[src/rtl/mem_arbiter_pkg.sv]
// Shared definitions for the program/data RAM arbiter: default bus widths,
// sequencer state encoding and requester identifiers.
package mem_arbiter_pkg;

  localparam int AW_DEF = 13;
  localparam int DW_DEF = 8;

  // Sequencer states (2-bit encoding kept stable for legacy compatibility)
  localparam logic [1:0] ST_IDLE   = 2'd0;
  localparam logic [1:0] ST_SETUP  = 2'd1;
  localparam logic [1:0] ST_STROBE = 2'd2;
  localparam logic [1:0] ST_ACK    = 2'd3;

  // Requester identifiers, also the value presented on GNT
  localparam logic REQ_CPU    = 1'b0;
  localparam logic REQ_LOADER = 1'b1;

endpackage

[src/rtl/mem_arbiter_rr_pick2.sv]
// Two-way round-robin picker: a lone request always wins, a tie goes to the
// requester that was not served last.
module rr_pick2
  import mem_arbiter_pkg::*;
(
  input  logic [1:0] REQ,
  input  logic       LAST,
  output logic       VALID,
  output logic       WINNER
);

  // Pick a winner from the current request vector and the last owner
  always_comb begin
    VALID  = |REQ;
    WINNER = REQ_CPU;
    if (REQ == 2'b11) begin
      WINNER = ~LAST;
    end else if (REQ[1]) begin
      WINNER = REQ_LOADER;
    end
  end

endmodule

[src/rtl/mem_arbiter.sv]
// Arbiter and fixed-timing access sequencer for the shared asynchronous RAM.
// One requester is granted in IDLE, its request is latched, and the RAM is
// driven through SETUP -> STROBE (WAIT_CYCLES) -> ACK before returning to IDLE.
module mem_arbiter
  import mem_arbiter_pkg::*;
#(
  parameter int AW          = AW_DEF,
  parameter int DW          = DW_DEF,
  parameter int WAIT_CYCLES = 1
) (
  input  logic          CLK,
  input  logic          RST,
  input  logic          C_REQ,
  input  logic          C_WE,
  input  logic [AW-1:0] C_ADDR,
  input  logic [DW-1:0] C_WDATA,
  output logic          C_ACK,
  input  logic          L_REQ,
  input  logic          L_WE,
  input  logic [AW-1:0] L_ADDR,
  input  logic [DW-1:0] L_WDATA,
  output logic          L_ACK,
  output logic [DW-1:0] RDATA,
  output logic          GNT,
  output logic          BUSY,
  output logic [AW-1:0] MEM_ADDR,
  output logic [DW-1:0] MEM_WDATA,
  output logic          MEM_DOE,
  output logic          MEM_RD,
  output logic          MEM_WR,
  input  logic [DW-1:0] MEM_RDATA
);

  // Counter value of the final strobe cycle
  localparam logic [3:0] CNT_LAST = 4'(WAIT_CYCLES - 1);

  logic [1:0]    state_reg;
  logic [3:0]    cnt_reg;
  logic          last_reg;
  logic          gnt_reg;
  logic          we_reg;
  logic [AW-1:0] addr_reg;
  logic [DW-1:0] wdata_reg;
  logic [DW-1:0] rdata_reg;

  logic          pick_valid;
  logic          pick_winner;
  logic          strobe_last;

  rr_pick2 u_pick (
    .REQ    ({L_REQ, C_REQ}),
    .LAST   (last_reg),
    .VALID  (pick_valid),
    .WINNER (pick_winner)
  );

  assign strobe_last = (cnt_reg == CNT_LAST);

  // Sequencer state and strobe-length counter
  always_ff @(posedge CLK or negedge RST) begin
    if (!RST) begin
      state_reg <= ST_IDLE;
      cnt_reg   <= 4'd0;
    end else begin
      case (state_reg)
        ST_IDLE: begin
          if (pick_valid) begin
            state_reg <= ST_SETUP;
          end
        end
        ST_SETUP: begin
          cnt_reg   <= 4'd0;
          state_reg <= ST_STROBE;
        end
        ST_STROBE: begin
          if (strobe_last) begin
            state_reg <= ST_ACK;
          end else begin
            cnt_reg <= cnt_reg + 4'd1;
          end
        end
        default: begin
          state_reg <= ST_IDLE;
        end
      endcase
    end
  end

  // Latch the winning request; it stays frozen for the whole access
  always_ff @(posedge CLK or negedge RST) begin
    if (!RST) begin
      gnt_reg   <= REQ_CPU;
      we_reg    <= 1'b0;
      addr_reg  <= '0;
      wdata_reg <= '0;
    end else if (state_reg == ST_IDLE && pick_valid) begin
      gnt_reg   <= pick_winner;
      we_reg    <= pick_winner ? L_WE    : C_WE;
      addr_reg  <= pick_winner ? L_ADDR  : C_ADDR;
      wdata_reg <= pick_winner ? L_WDATA : C_WDATA;
    end
  end

  // Read data capture at the end of the last strobe cycle; LAST updates in ACK
  always_ff @(posedge CLK or negedge RST) begin
    if (!RST) begin
      rdata_reg <= '0;
      last_reg  <= REQ_LOADER;
    end else begin
      if (state_reg == ST_STROBE && strobe_last && !we_reg) begin
        rdata_reg <= MEM_RDATA;
      end
      if (state_reg == ST_ACK) begin
        last_reg <= gnt_reg;
      end
    end
  end

  // Strobes, DOE and ACKs decode straight from state so reset clears them at once
  assign MEM_RD    = (state_reg == ST_STROBE) && !we_reg;
  assign MEM_WR    = (state_reg == ST_STROBE) &&  we_reg;
  assign MEM_DOE   = we_reg && ((state_reg == ST_SETUP) || (state_reg == ST_STROBE));
  assign C_ACK     = (state_reg == ST_ACK) && (gnt_reg == REQ_CPU);
  assign L_ACK     = (state_reg == ST_ACK) && (gnt_reg == REQ_LOADER);
  assign BUSY      = (state_reg != ST_IDLE);
  assign GNT       = gnt_reg;
  assign MEM_ADDR  = addr_reg;
  assign MEM_WDATA = wdata_reg;
  assign RDATA     = rdata_reg;

endmodule

[config.mk]
export PLATFORM = sky130hd
export DESIGN_NAME = mem_arbiter
export DESIGN_NICKNAME = d
export VERILOG_FILES = /design/src/rtl/mem_arbiter_pkg.sv /design/src/rtl/mem_arbiter_rr_pick2.sv /design/src/rtl/mem_arbiter.sv
export SDC_FILE = /design/constraint.sdc
export NUM_CORES = 1
export LEC_CHECK = 0
export ABC_AREA = 1
export BUFFER_PORTS_ARGS = -buffer_cell sky130_fd_sc_hd__clkbuf_2
export CAP_MARGIN = 40
export CORE_ASPECT_RATIO = 0.7
export CORE_UTILIZATION = 50
export CTS_CLUSTER_SIZE = 20
export DETAILED_ROUTE_END_ITERATION = 7
export GPL_TIMING_DRIVEN = 0
export PLACE_DENSITY = 0.85
export SLEW_MARGIN = 25
export SYNTH_ARGS = -nofsm -noshare
export SYNTH_HDL_FRONTEND = slang
export SYNTH_SLANG_ARGS = --single-unit
[constraint.sdc]
create_clock -name CLK -period 2.2 [get_ports CLK]
set_input_delay 0.55 -clock CLK [delete_from_list [all_inputs] [get_ports CLK]]
set_output_delay 0.55 -clock CLK [all_outputs]
set_load 0.005 [all_outputs]
==> results of run 1 <==
## synth_stat cells (2+ instances only)
cell	count
sky130_fd_sc_hd__buf_2	2
sky130_fd_sc_hd__buf_4	4
sky130_fd_sc_hd__buf_6	2
sky130_fd_sc_hd__dfrtp_1	37
sky130_fd_sc_hd__ha_1	7
sky130_fd_sc_hd__inv_1	36
sky130_fd_sc_hd__inv_2	4
sky130_fd_sc_hd__nand2_1	107
sky130_fd_sc_hd__nand2_2	3
sky130_fd_sc_hd__nand3_1	6
sky130_fd_sc_hd__nor2_1	4
sky130_fd_sc_hd__o211ai_1	22
sky130_fd_sc_hd__o21ai_0	2
## report_power, final
part           internal [µW]  total (µW)  switching (µW)
sequential              1040        1260             219
clock                    454         719             265
combinational            649        1510             857
## final timing paths
check,from,to,slack (ns),cells past startpoint
max in group asynchronous,RST,last_reg,1.44,2
setup / recovery,state_reg[0],MEM_WR,0.22,5
min in group CLK,MEM_RDATA[3],RDATA[3],0.44,3
hold reg to reg,last_reg,last_reg,0.47,2
setup reg to reg,state_reg[0],MEM_WDATA[4],0.65,8
hold / removal,RST,MEM_ADDR[6],0.20,1
## metrics by stage
step           instances  hold WS, ns
6_report             396       0.2045
5_1_grt              396       0.2329
4_1_cts              396       0.2123
3_5_place_dp         388       0.4620
3_3_place_gp         387       0.4556
2_1_floorplan        246       0.2544
## metal layers
| metal | track usage [%] | part of all wire [%] | vias up |
|---|---|---|---|
| li1 | - | - | 955 |
| met1 | 32.52 | 46 | 888 |
| met2 | 39.68 | 44 | 88 |
| met3 | 6.833 | 7.0 | 16 |
| met4 | 11.32 | 2.8 | 0 |
| met5 | 0 | 0 | - |
## cell usage in the layout, fill, tap and decap left out
cell                          n
sky130_fd_sc_hd__nand2_1    107
sky130_fd_sc_hd__clkbuf_2    91
sky130_fd_sc_hd__dfrtp_1     37
sky130_fd_sc_hd__inv_1       36
sky130_fd_sc_hd__o211ai_1    22
sky130_fd_sc_hd__ha_1         7
sky130_fd_sc_hd__nand3_1      6
sky130_fd_sc_hd__clkbuf_8     5
sky130_fd_sc_hd__inv_2        4
sky130_fd_sc_hd__nor2_1       4
sky130_fd_sc_hd__buf_4        4
sky130_fd_sc_hd__nand2_2      3
sky130_fd_sc_hd__buf_2        2
sky130_fd_sc_hd__buf_6        2
sky130_fd_sc_hd__o21ai_0      2
sky130_fd_sc_hd__bufinv_16    2
sky130_fd_sc_hd__a21oi_4      1
sky130_fd_sc_hd__nor2_2       1
sky130_fd_sc_hd__nand2_4      1
sky130_fd_sc_hd__nand4_1      1
sky130_fd_sc_hd__nand4_4      1
sky130_fd_sc_hd__o21ai_2      1
sky130_fd_sc_hd__o21ai_1      1
sky130_fd_sc_hd__a21oi_1      1
sky130_fd_sc_hd__xnor2_1      1
sky130_fd_sc_hd__clkinv_4     1
sky130_fd_sc_hd__dfstp_2      1
sky130_fd_sc_hd__buf_16       1
## kinds of logic (layout without fill, tap and decap cells)
group	Yosys count	count (layout)	share of synthesized area, %
xor gates and xnor gates	1	1	0.4420
DFF	38	38	48.04
AOI/OAI and AO/OA	28	28	10.61
buffers and inverters	48	148	10.73
and+or+nand+nor	124	124	25.76
adders and majority gates	7	7	4.419
## area by class of cell
| class | count | area, µm² | share of cell area [%] |
|---|---|---|---|
| buffer | 8 | 62.56 | 2.347 |
| clock inverter | 3 | 68.82 | 2.582 |
| timing repair buffer | 92 | 483.0 | 18.12 |
| sequential | 38 | 952.2 | 35.73 |
| multi-input combinational | 160 | 817.0 | 30.66 |
| inverter | 40 | 150.1 | 5.634 |
| clock buffer | 5 | 68.82 | 2.582 |
| tap | 50 | 62.56 | 2.347 |
==> reports/qor.log, run 1 <==
[timing] Setup Viol. Count Final 0
[layout] ant diodes 0
[timing] actual slew at the worst max-slew pin 0.5072 ns
[floorplanning] number of top-level pins 92
[layout] Area growth syn-to-layout 34.47%
[timing] final hold vios 0
[synth] post-synthesis cell type count 23
[synth] count of synthesis-stage warnings from yosys 0
[clock_tree] CTS root buffer sky130_fd_sc_hd__clkbuf_8
[timing] worst-case setup margin in the final layout 0.2240 ns
[clock_tree] hold buffers post-CTS 0
[pwr] power per standard cell area 1306 mW/mm²
[critical_path] buffering stage count on the worst path with inverters included 3
[route] number of vias after detailed routing 1947
[timing] max-slew violation count 0
[clock_tree] Num Clock Sinks 38
[critical_path] Worst path max stage delay 0.40 ns
[status] run status finished, final reports clean
[synth] ranking of synthesized cells by area sky130_fd_sc_hd__dfrtp_1 (47%), sky130_fd_sc_hd__nand2_1 (20%), sky130_fd_sc_hd__o211ai_1 (8.3%)
[floorplanning] total core area 0.003649 mm²
[clock_tree] number of H-tree levels 2
[synth] Post-Syn Instances 246
[timing] upper clock frequency limit 506.1 MHz
[route] remaining antenna violation count 0
[layout] final design area excluding fillers 0.002665 mm²
[route] average detailed-routed wire length per instance 12.30 µm
[critical_path] critical path endpoint category primary output
[route] total wirelength of the detailed-routed design 4872 µm
[synth] proportion of synthesized chip area in sequential cells 48.04%
[timing] portion of the clock cycle consumed by the worst path in the final layout 89.82%
[clock_tree] maximum root-to-sink buffer count 2
[synth] synthesized netlist net count 309
[clock_tree] number of gates resized after CTS 0
[grt] number of global-route vias before repair 1754
[clock_tree] Clock Latency Late Sink 0.30 ns
[floorplanning] count of standard-cell rows 18
[place] Port Buffer Count 91
[hold_path] path class of the lowest-slack min-delay path in2async
[synth] most used flip-flop cell after synthesis sky130_fd_sc_hd__dfrtp_1
[place] total cell area at the placement stage 0.002527 mm²
[synth] library cell with the largest summed area after synthesis sky130_fd_sc_hd__dfrtp_1
[clock_tree] number of clock buffers inserted by TritonCTS 5
[timing] Min Clock Period, post-route 1.976 ns
[floorplanning] DIE WIDTH 77.25 µm
[layout] number of filler cells placed in the layout 297
[place] Final Wtd Congestion 0.7807
[timing] worst rel slew slack 66.18%
[critical_path] sort of element at the start of the critical path register
[critical_path] crit path max-delay cell type sky130_fd_sc_hd__dfrtp_1
[grt] global router's overall resource usage 24.92%
[critical_path] critical path required time 1.65 ns
[layout] fin util 73.05%
[grt] global-route wire length before repair 7769 µm
[critical_path] arrival time at the worst endpoint 1.43 ns
[layout] layout net count 408
[synth] Mapped Area 0.001982 mm²
[pwr] Worst IR Drop VDD 0.6372 mV
[synth] number of synthesized flops with an enable pin 0
[critical_path] Worst Setup Path Type reg2out
[floorplanning] initial standard-cell utilization of the core 54.32%
[pwr] standby leakage power 0.001622 µW
[layout] ratio of cells with drive above 1 in the final layout 34.97%
[place] total half-perimeter wirelength after legalization and detailed placement 3654 µm
[synth] area fraction of the dominant cell type after synthesis 46.72%
[floorplanning] overall die height 54.68 µm
[critical_path] kind of cell with the highest combined delay on the critical path flip-flops
[layout] number of flip-flops under the largest register name 13
[floorplanning] Die Outline Area 0.004224 mm²
[timing] final setup skew 0.006645 ns
[timing] unrepaired setup endpoints after global routing false
[grt] total overflow reported by the global router 0
[critical_path] cells along the critical path inv_1 > ha_1 > nand2_1 > inv_1 > clkbuf_2
[synth] post-synthesis async set-or-reset flop share 100.0%
[route] Residual DRC 0
[pwr] total design power 3481 µW
[clock_tree] TritonCTS clock tree done
[run] number of max-cap violations 0
[synth] average instance area after synthesis 8.057 µm²
[route] first drt pass iteration count 4
[grt] initial antenna violation count 0
[critical_path] Most Frequent Cell on Critical Path sky130_fd_sc_hd__inv_1
[route] Iteration-0 DRC Markers 146
[place] post-placement worst setup slack 0.5559 ns
[critical_path] worst-path maximum fanout 5
[clock_tree] clock slew seen by the registers of the worst setup and hold paths 0.08 ns
[synth] number of synthesized register bits 38
[timing] final-layout setup total negative slack 0 ns
[clock_tree] post-CTS setup buffer count 0
[grt] pin count of the biggest net entering global routing 21
[route] mean number of vias per cell 4.917
Power figures use the tool's default switching activity.
==> run 2, diff against run 1 <==
--- a/config.mk
+++ b/config.mk
@@ -9,11 +9,11 @@
 export BUFFER_PORTS_ARGS = -buffer_cell sky130_fd_sc_hd__clkbuf_2
 export CAP_MARGIN = 40
 export CORE_ASPECT_RATIO = 0.7
-export CORE_UTILIZATION = 50
+export CORE_UTILIZATION = 44
 export CTS_CLUSTER_SIZE = 20
 export DETAILED_ROUTE_END_ITERATION = 7
 export GPL_TIMING_DRIVEN = 0
-export PLACE_DENSITY = 0.85
+export PLACE_DENSITY = 0.76
 export SLEW_MARGIN = 25
 export SYNTH_ARGS = -nofsm -noshare
 export SYNTH_HDL_FRONTEND = slang
==> reports/qor.log, run 2 (synthesis gave the netlist of run 1 again) <==
[route] first drt pass iteration count 4
[route] average detailed-routed wire length per instance 10.62 µm
[pwr] Worst IR Drop VDD 0.5321 mV
[route] total wirelength of the detailed-routed design 4257 µm
[floorplanning] Die Outline Area 0.004781 mm²
[clock_tree] number of gates resized after CTS 0
[timing] portion of the clock cycle consumed by the worst path in the final layout 88.80%
[route] mean number of vias per cell 4.549
[route] number of vias after detailed routing 1824
[grt] pin count of the biggest net entering global routing 23
[clock_tree] number of H-tree levels 2
[route] Iteration-0 DRC Markers 84
[place] Port Buffer Count 91
[timing] final-layout setup total negative slack 0 ns
[pwr] switching power summed over all nets 1276 µW
[status] run status finished, final reports clean
[route] Residual DRC 0
[timing] max-slew violation count 0
[critical_path] critical path required time 1.65 ns
[floorplanning] overall die height 58.15 µm
[timing] upper clock frequency limit 511.9 MHz
[clock_tree] TritonCTS clock tree done
[timing] unrepaired setup endpoints after global routing false
[grt] number of global-route vias before repair 1657
[clock_tree] Clock Latency Late Sink 0.29 ns
[floorplanning] number of top-level pins 92
[clock_tree] hold buffers post-CTS 0
[pwr] portion of total power attributed to sequential cells 36.2%
[pwr] standby leakage power 0.001625 µW
[floorplanning] initial standard-cell utilization of the core 45.78%
[grt] global-route wire length before repair 7396 µm
[clock_tree] number of clock buffers inserted by TritonCTS 5
[pwr] total design power 3445 µW
[pwr] cell-internal power 2169 µW
[layout] Area growth syn-to-layout 35.04%
[floorplanning] DIE WIDTH 82.22 µm
[clock_tree] clock slew seen by the registers of the worst setup and hold paths 0.08 ns
[timing] actual slew at the worst max-slew pin 0.6098 ns
[run] number of max-cap violations 0
[layout] layout net count 408
[pwr] power per standard cell area 1287 mW/mm²
[timing] Min Clock Period, post-route 1.954 ns
[layout] commonest non-fill, non-tap cell in the layout sky130_fd_sc_hd__nand2_1
[grt] initial antenna violation count 0
[timing] final setup skew 0.009434 ns
[clock_tree] post-CTS setup buffer count 0
[place] post-placement cell count 393
[grt] global router's overall resource usage 20.53%
[layout] final design area excluding fillers 0.002676 mm²
[clock_tree] CTS root buffer sky130_fd_sc_hd__clkbuf_8
[clock_tree] Num Clock Sinks 38
[grt] total overflow reported by the global router 0
[timing] final hold vios 0
[layout] number of flip-flops under the largest register name 13
[timing] worst rel slew slack 59.35%
[floorplanning] count of standard-cell rows 20
[pwr] portion of total power attributed to combinational logic 42.5%
[critical_path] arrival time at the worst endpoint 1.40 ns
[timing] Setup Viol. Count Final 0
[critical_path] worst-path maximum fanout 5
[critical_path] sort of element at the start of the critical path register
[floorplanning] total core area 0.004329 mm²
[layout] post-route insts no fill 401
[route] remaining antenna violation count 0
[layout] ant diodes 0
[critical_path] critical path endpoint category primary output
[layout] ratio of cells with drive above 1 in the final layout 34.97%
[place] total cell area at the placement stage 0.002534 mm²
[clock_tree] maximum root-to-sink buffer count 2
[pwr] switching part of the total power 37.04%
[critical_path] Worst Setup Path Type reg2out
[layout] commonest cells after routing, fill and taps aside sky130_fd_sc_hd__nand2_1 (107), sky130_fd_sc_hd__clkbuf_2 (91), sky130_fd_sc_hd__dfrtp_1 (37)
[pwr] clock network fraction of design power 21.3%
[place] Final Wtd Congestion 0.8554
[place] total half-perimeter wirelength after legalization and detailed placement 3346 µm
[hold_path] path class of the lowest-slack min-delay path in2async
==> run 2: stage by stage <==
step | hold WS (ns) | setup slack (ns) | util, %
2_1_floorplan | 0.2544 | 0.7632 | -
3_3_place_gp | 0.4564 | 0.5803 | 57.89
3_5_place_dp | 0.4585 | 0.5611 | 58.53
4_1_cts | 0.2632 | 0.2279 | 61.82
5_1_grt | 0.2871 | 0.1134 | 61.82
6_report | 0.2518 | 0.2465 | 61.82
==> run 2: routing by layer <==
metal	vias to the layer above	share of wire (%)	wire length (µm)	global-route usage [%]
met3	9	5.6	238	4.882
met2	57	42	1795	29.87
met4	0	1.5	63	8.271
met1	800	51	2159	29.30
li1	958	-	-	-
met5	-	0	0	0
==> run 2: worst max-delay path, stage by stage, from the launching register on <==
cell and delay, ns:
sky130_fd_sc_hd__dfrtp_1 0.41, sky130_fd_sc_hd__inv_1 0.13, sky130_fd_sc_hd__ha_1 0.33, sky130_fd_sc_hd__nand2_1 0.08, sky130_fd_sc_hd__inv_1 0.06, sky130_fd_sc_hd__clkbuf_2 0.10
==> run 2: path summary, 6_finish.rpt <==
check / startpoint / endpoint / slack [ns] / cells after the start
hold reg to reg: last_reg / last_reg / 0.47 / 2
min in group CLK: MEM_RDATA[7] / RDATA[7] / 0.45 / 3
setup reg to reg: state_reg[0] / MEM_WDATA[6] / 0.71 / 8
hold / removal: RST / MEM_WDATA[4] / 0.25 / 1
max in group asynchronous: RST / cnt_reg[3] / 1.45 / 2
setup / recovery: state_reg[0] / MEM_WR / 0.25 / 5
==> run 2: area by class of cell <==
class / count / area, µm²
fillers: 392 / 1653
flip-flops and latches: 38 / 952.2
multi-input cells: 160 / 817.0
repair buffers: 92 / 483.0
inverters: 40 / 150.1
clock buffers: 6 / 82.58
well taps: 55 / 68.82
plain buffers: 8 / 62.56
clock inverters: 2 / 60.06
==> run 2: power groups by stage <==
stage	Combinational (µW)	Clock, µW	Sequential [µW]
2_1_floorplan	885	0	1250
3_3_place_gp	1450	0	1250
3_5_place_dp	1490	0	1250
4_1_cts	1490	744	1250
5_1_grt	1700	777	1290
6_report	1460	733	1250
==> run 3, diff against run 2 <==
--- a/config.mk
+++ b/config.mk
@@ -14,6 +14,8 @@
 export DETAILED_ROUTE_END_ITERATION = 7
 export GPL_TIMING_DRIVEN = 0
 export PLACE_DENSITY = 0.76
+export REMOVE_ABC_BUFFERS = 1
+export SKIP_LAST_GASP = 1
 export SLEW_MARGIN = 25
 export SYNTH_ARGS = -nofsm -noshare
 export SYNTH_HDL_FRONTEND = slang
==> reports/qor.log, run 3 (synthesis gave the netlist of run 1 again) <==
[status] run status finished, final reports clean
[route] Iteration-0 DRC Markers 69
[hold_path] path class of the lowest-slack min-delay path in2async
[grt] global-route wire length before repair 7555 µm
[route] number of vias after detailed routing 1845
[critical_path] critical path required time 1.65 ns
[place] Port Buffer Count 91
[layout] commonest cells after routing, fill and taps aside sky130_fd_sc_hd__nand2_1 (107), sky130_fd_sc_hd__clkbuf_2 (91), sky130_fd_sc_hd__dfrtp_1 (37)
[grt] pin count of the biggest net entering global routing 46
[critical_path] arrival time at the worst endpoint 1.40 ns
[critical_path] sort of element at the start of the critical path register
[grt] number of global-route vias before repair 1790
[critical_path] worst-path maximum fanout 5
[layout] number of flip-flops under the largest register name 13
[pwr] standby leakage power 0.001564 µW
[floorplanning] Die Outline Area 0.004781 mm²
[route] total wirelength of the detailed-routed design 4528 µm
[run] number of max-cap violations 0
[clock_tree] number of H-tree levels 2
[critical_path] critical path endpoint category primary output
[route] remaining antenna violation count 0
[clock_tree] TritonCTS clock tree done
[layout] commonest non-fill, non-tap cell in the layout sky130_fd_sc_hd__nand2_1
[critical_path] buffering stage count on the worst path with inverters included 3
[clock_tree] Num Clock Sinks 38
[timing] unrepaired setup endpoints after global routing false
[critical_path] kind of cell with the highest combined delay on the critical path flip-flops
[timing] final-layout setup total negative slack 0 ns
[floorplanning] number of top-level pins 92
[place] total half-perimeter wirelength after legalization and detailed placement 3275 µm
[floorplanning] initial standard-cell utilization of the core 45.78%
[timing] max-slew violation count 0
[route] mean number of vias per cell 4.683
[floorplanning] total core area 0.004329 mm²
[critical_path] Most Frequent Cell on Critical Path sky130_fd_sc_hd__inv_1
[place] Final Wtd Congestion 0.7813
[route] average detailed-routed wire length per instance 11.49 µm
[grt] initial antenna violation count 0
[critical_path] Worst path max stage delay 0.41 ns
[pwr] total design power 3163 µW
[critical_path] cells along the critical path inv_1 > ha_1 > nand2_1 > inv_1 > clkbuf_2
[clock_tree] CTS root buffer sky130_fd_sc_hd__clkbuf_8
[layout] final design area excluding fillers 0.002571 mm²
[layout] layout net count 401
[timing] actual slew at the worst max-slew pin 0.7510 ns
[layout] ratio of cells with drive above 1 in the final layout 33.33%
[layout] number of filler cells placed in the layout 408
[grt] total overflow reported by the global router 0
[clock_tree] number of clock buffers inserted by TritonCTS 5
[critical_path] Worst Setup Path Type reg2out
[layout] ant diodes 0
[timing] upper clock frequency limit 513.7 MHz
[grt] global router's overall resource usage 21.13%
[pwr] Worst IR Drop VDD 0.5810 mV
[route] Residual DRC 0
[pwr] power per standard cell area 1230 mW/mm²
[floorplanning] count of standard-cell rows 20
[floorplanning] DIE WIDTH 82.22 µm
[clock_tree] maximum root-to-sink buffer count 2
[timing] final hold vios 0
[floorplanning] overall die height 58.15 µm
[layout] Area growth syn-to-layout 29.74%
[timing] Min Clock Period, post-route 1.947 ns
[critical_path] crit path max-delay cell type sky130_fd_sc_hd__dfrtp_1
[timing] portion of the clock cycle consumed by the worst path in the final layout 88.49%
[clock_tree] number of gates resized after CTS 0
[timing] worst rel slew slack 49.75%
[timing] final setup skew 0.009041 ns
[clock_tree] Clock Latency Late Sink 0.29 ns
[timing] Setup Viol. Count Final 0
[route] first drt pass iteration count 4
[clock_tree] post-CTS setup buffer count 0
[clock_tree] clock slew seen by the registers of the worst setup and hold paths 0.08 ns
[clock_tree] hold buffers post-CTS 0
[place] total cell area at the placement stage 0.002471 mm²
==> run 3: power by group <==
group / switching [µW] / internal (µW) / leakage (µW)
clock network: 249 / 253 / 0.0000482
logic: 831 / 591 / 0.00105
registers: 203 / 1040 / 0.000467
==> run 3: final cells by class <==
| cell class | count | area, µm² | area share [%] |
|---|---|---|---|
| Clock buffer | 7 | 86.33 | 3.358 |
| Clock inverter | 1 | 5.005 | 0.1946 |
| Inverter | 40 | 150.1 | 5.839 |
| Multi-Input combinational cell | 161 | 825.8 | 32.12 |
| Sequential cell | 38 | 952.2 | 37.03 |
| Tap cell | 55 | 68.82 | 2.676 |
| Timing Repair Buffer | 92 | 483.0 | 18.78 |
==> run 3: per-stage QoR <==
stage	instances	setup WS [ns]	hold WS, ns	utilization (%)
finish	394	0.2533	0.2181	59.39
global placement	384	0.2039	0.4531	56.45
detailed placement	385	0.2005	0.4617	57.08
floorplan	238	0.5772	0.2544	-
global route	394	0.1177	0.2475	59.39
CTS	393	0.1869	0.2270	59.19
==> run 3: path summary, 6_finish.rpt <==
path / from / to / slack, ns / cells after the start
max in group asynchronous: RST / last_reg / 1.42 / 2
min: RST / MEM_ADDR[0] / 0.22 / 1
max: state_reg[0] / MEM_WR / 0.25 / 5
min in group CLK: MEM_RDATA[6] / RDATA[6] / 0.45 / 3
max reg2reg: state_reg[0] / GNT / 0.41 / 7
min reg2reg: last_reg / last_reg / 0.47 / 2
==> run 3: layer usage <==
metal  wire length, µm  part of all wire, %  up-vias  global-route usage, %
met5                 0                    0        -                      0
met4                74                  1.6        0                  8.521
met3               246                  5.4        7                  5.354
met2              2105                   46       56                  36.13
met1              2102                   46      830                  25.38
li1                  -                    -      952                      -
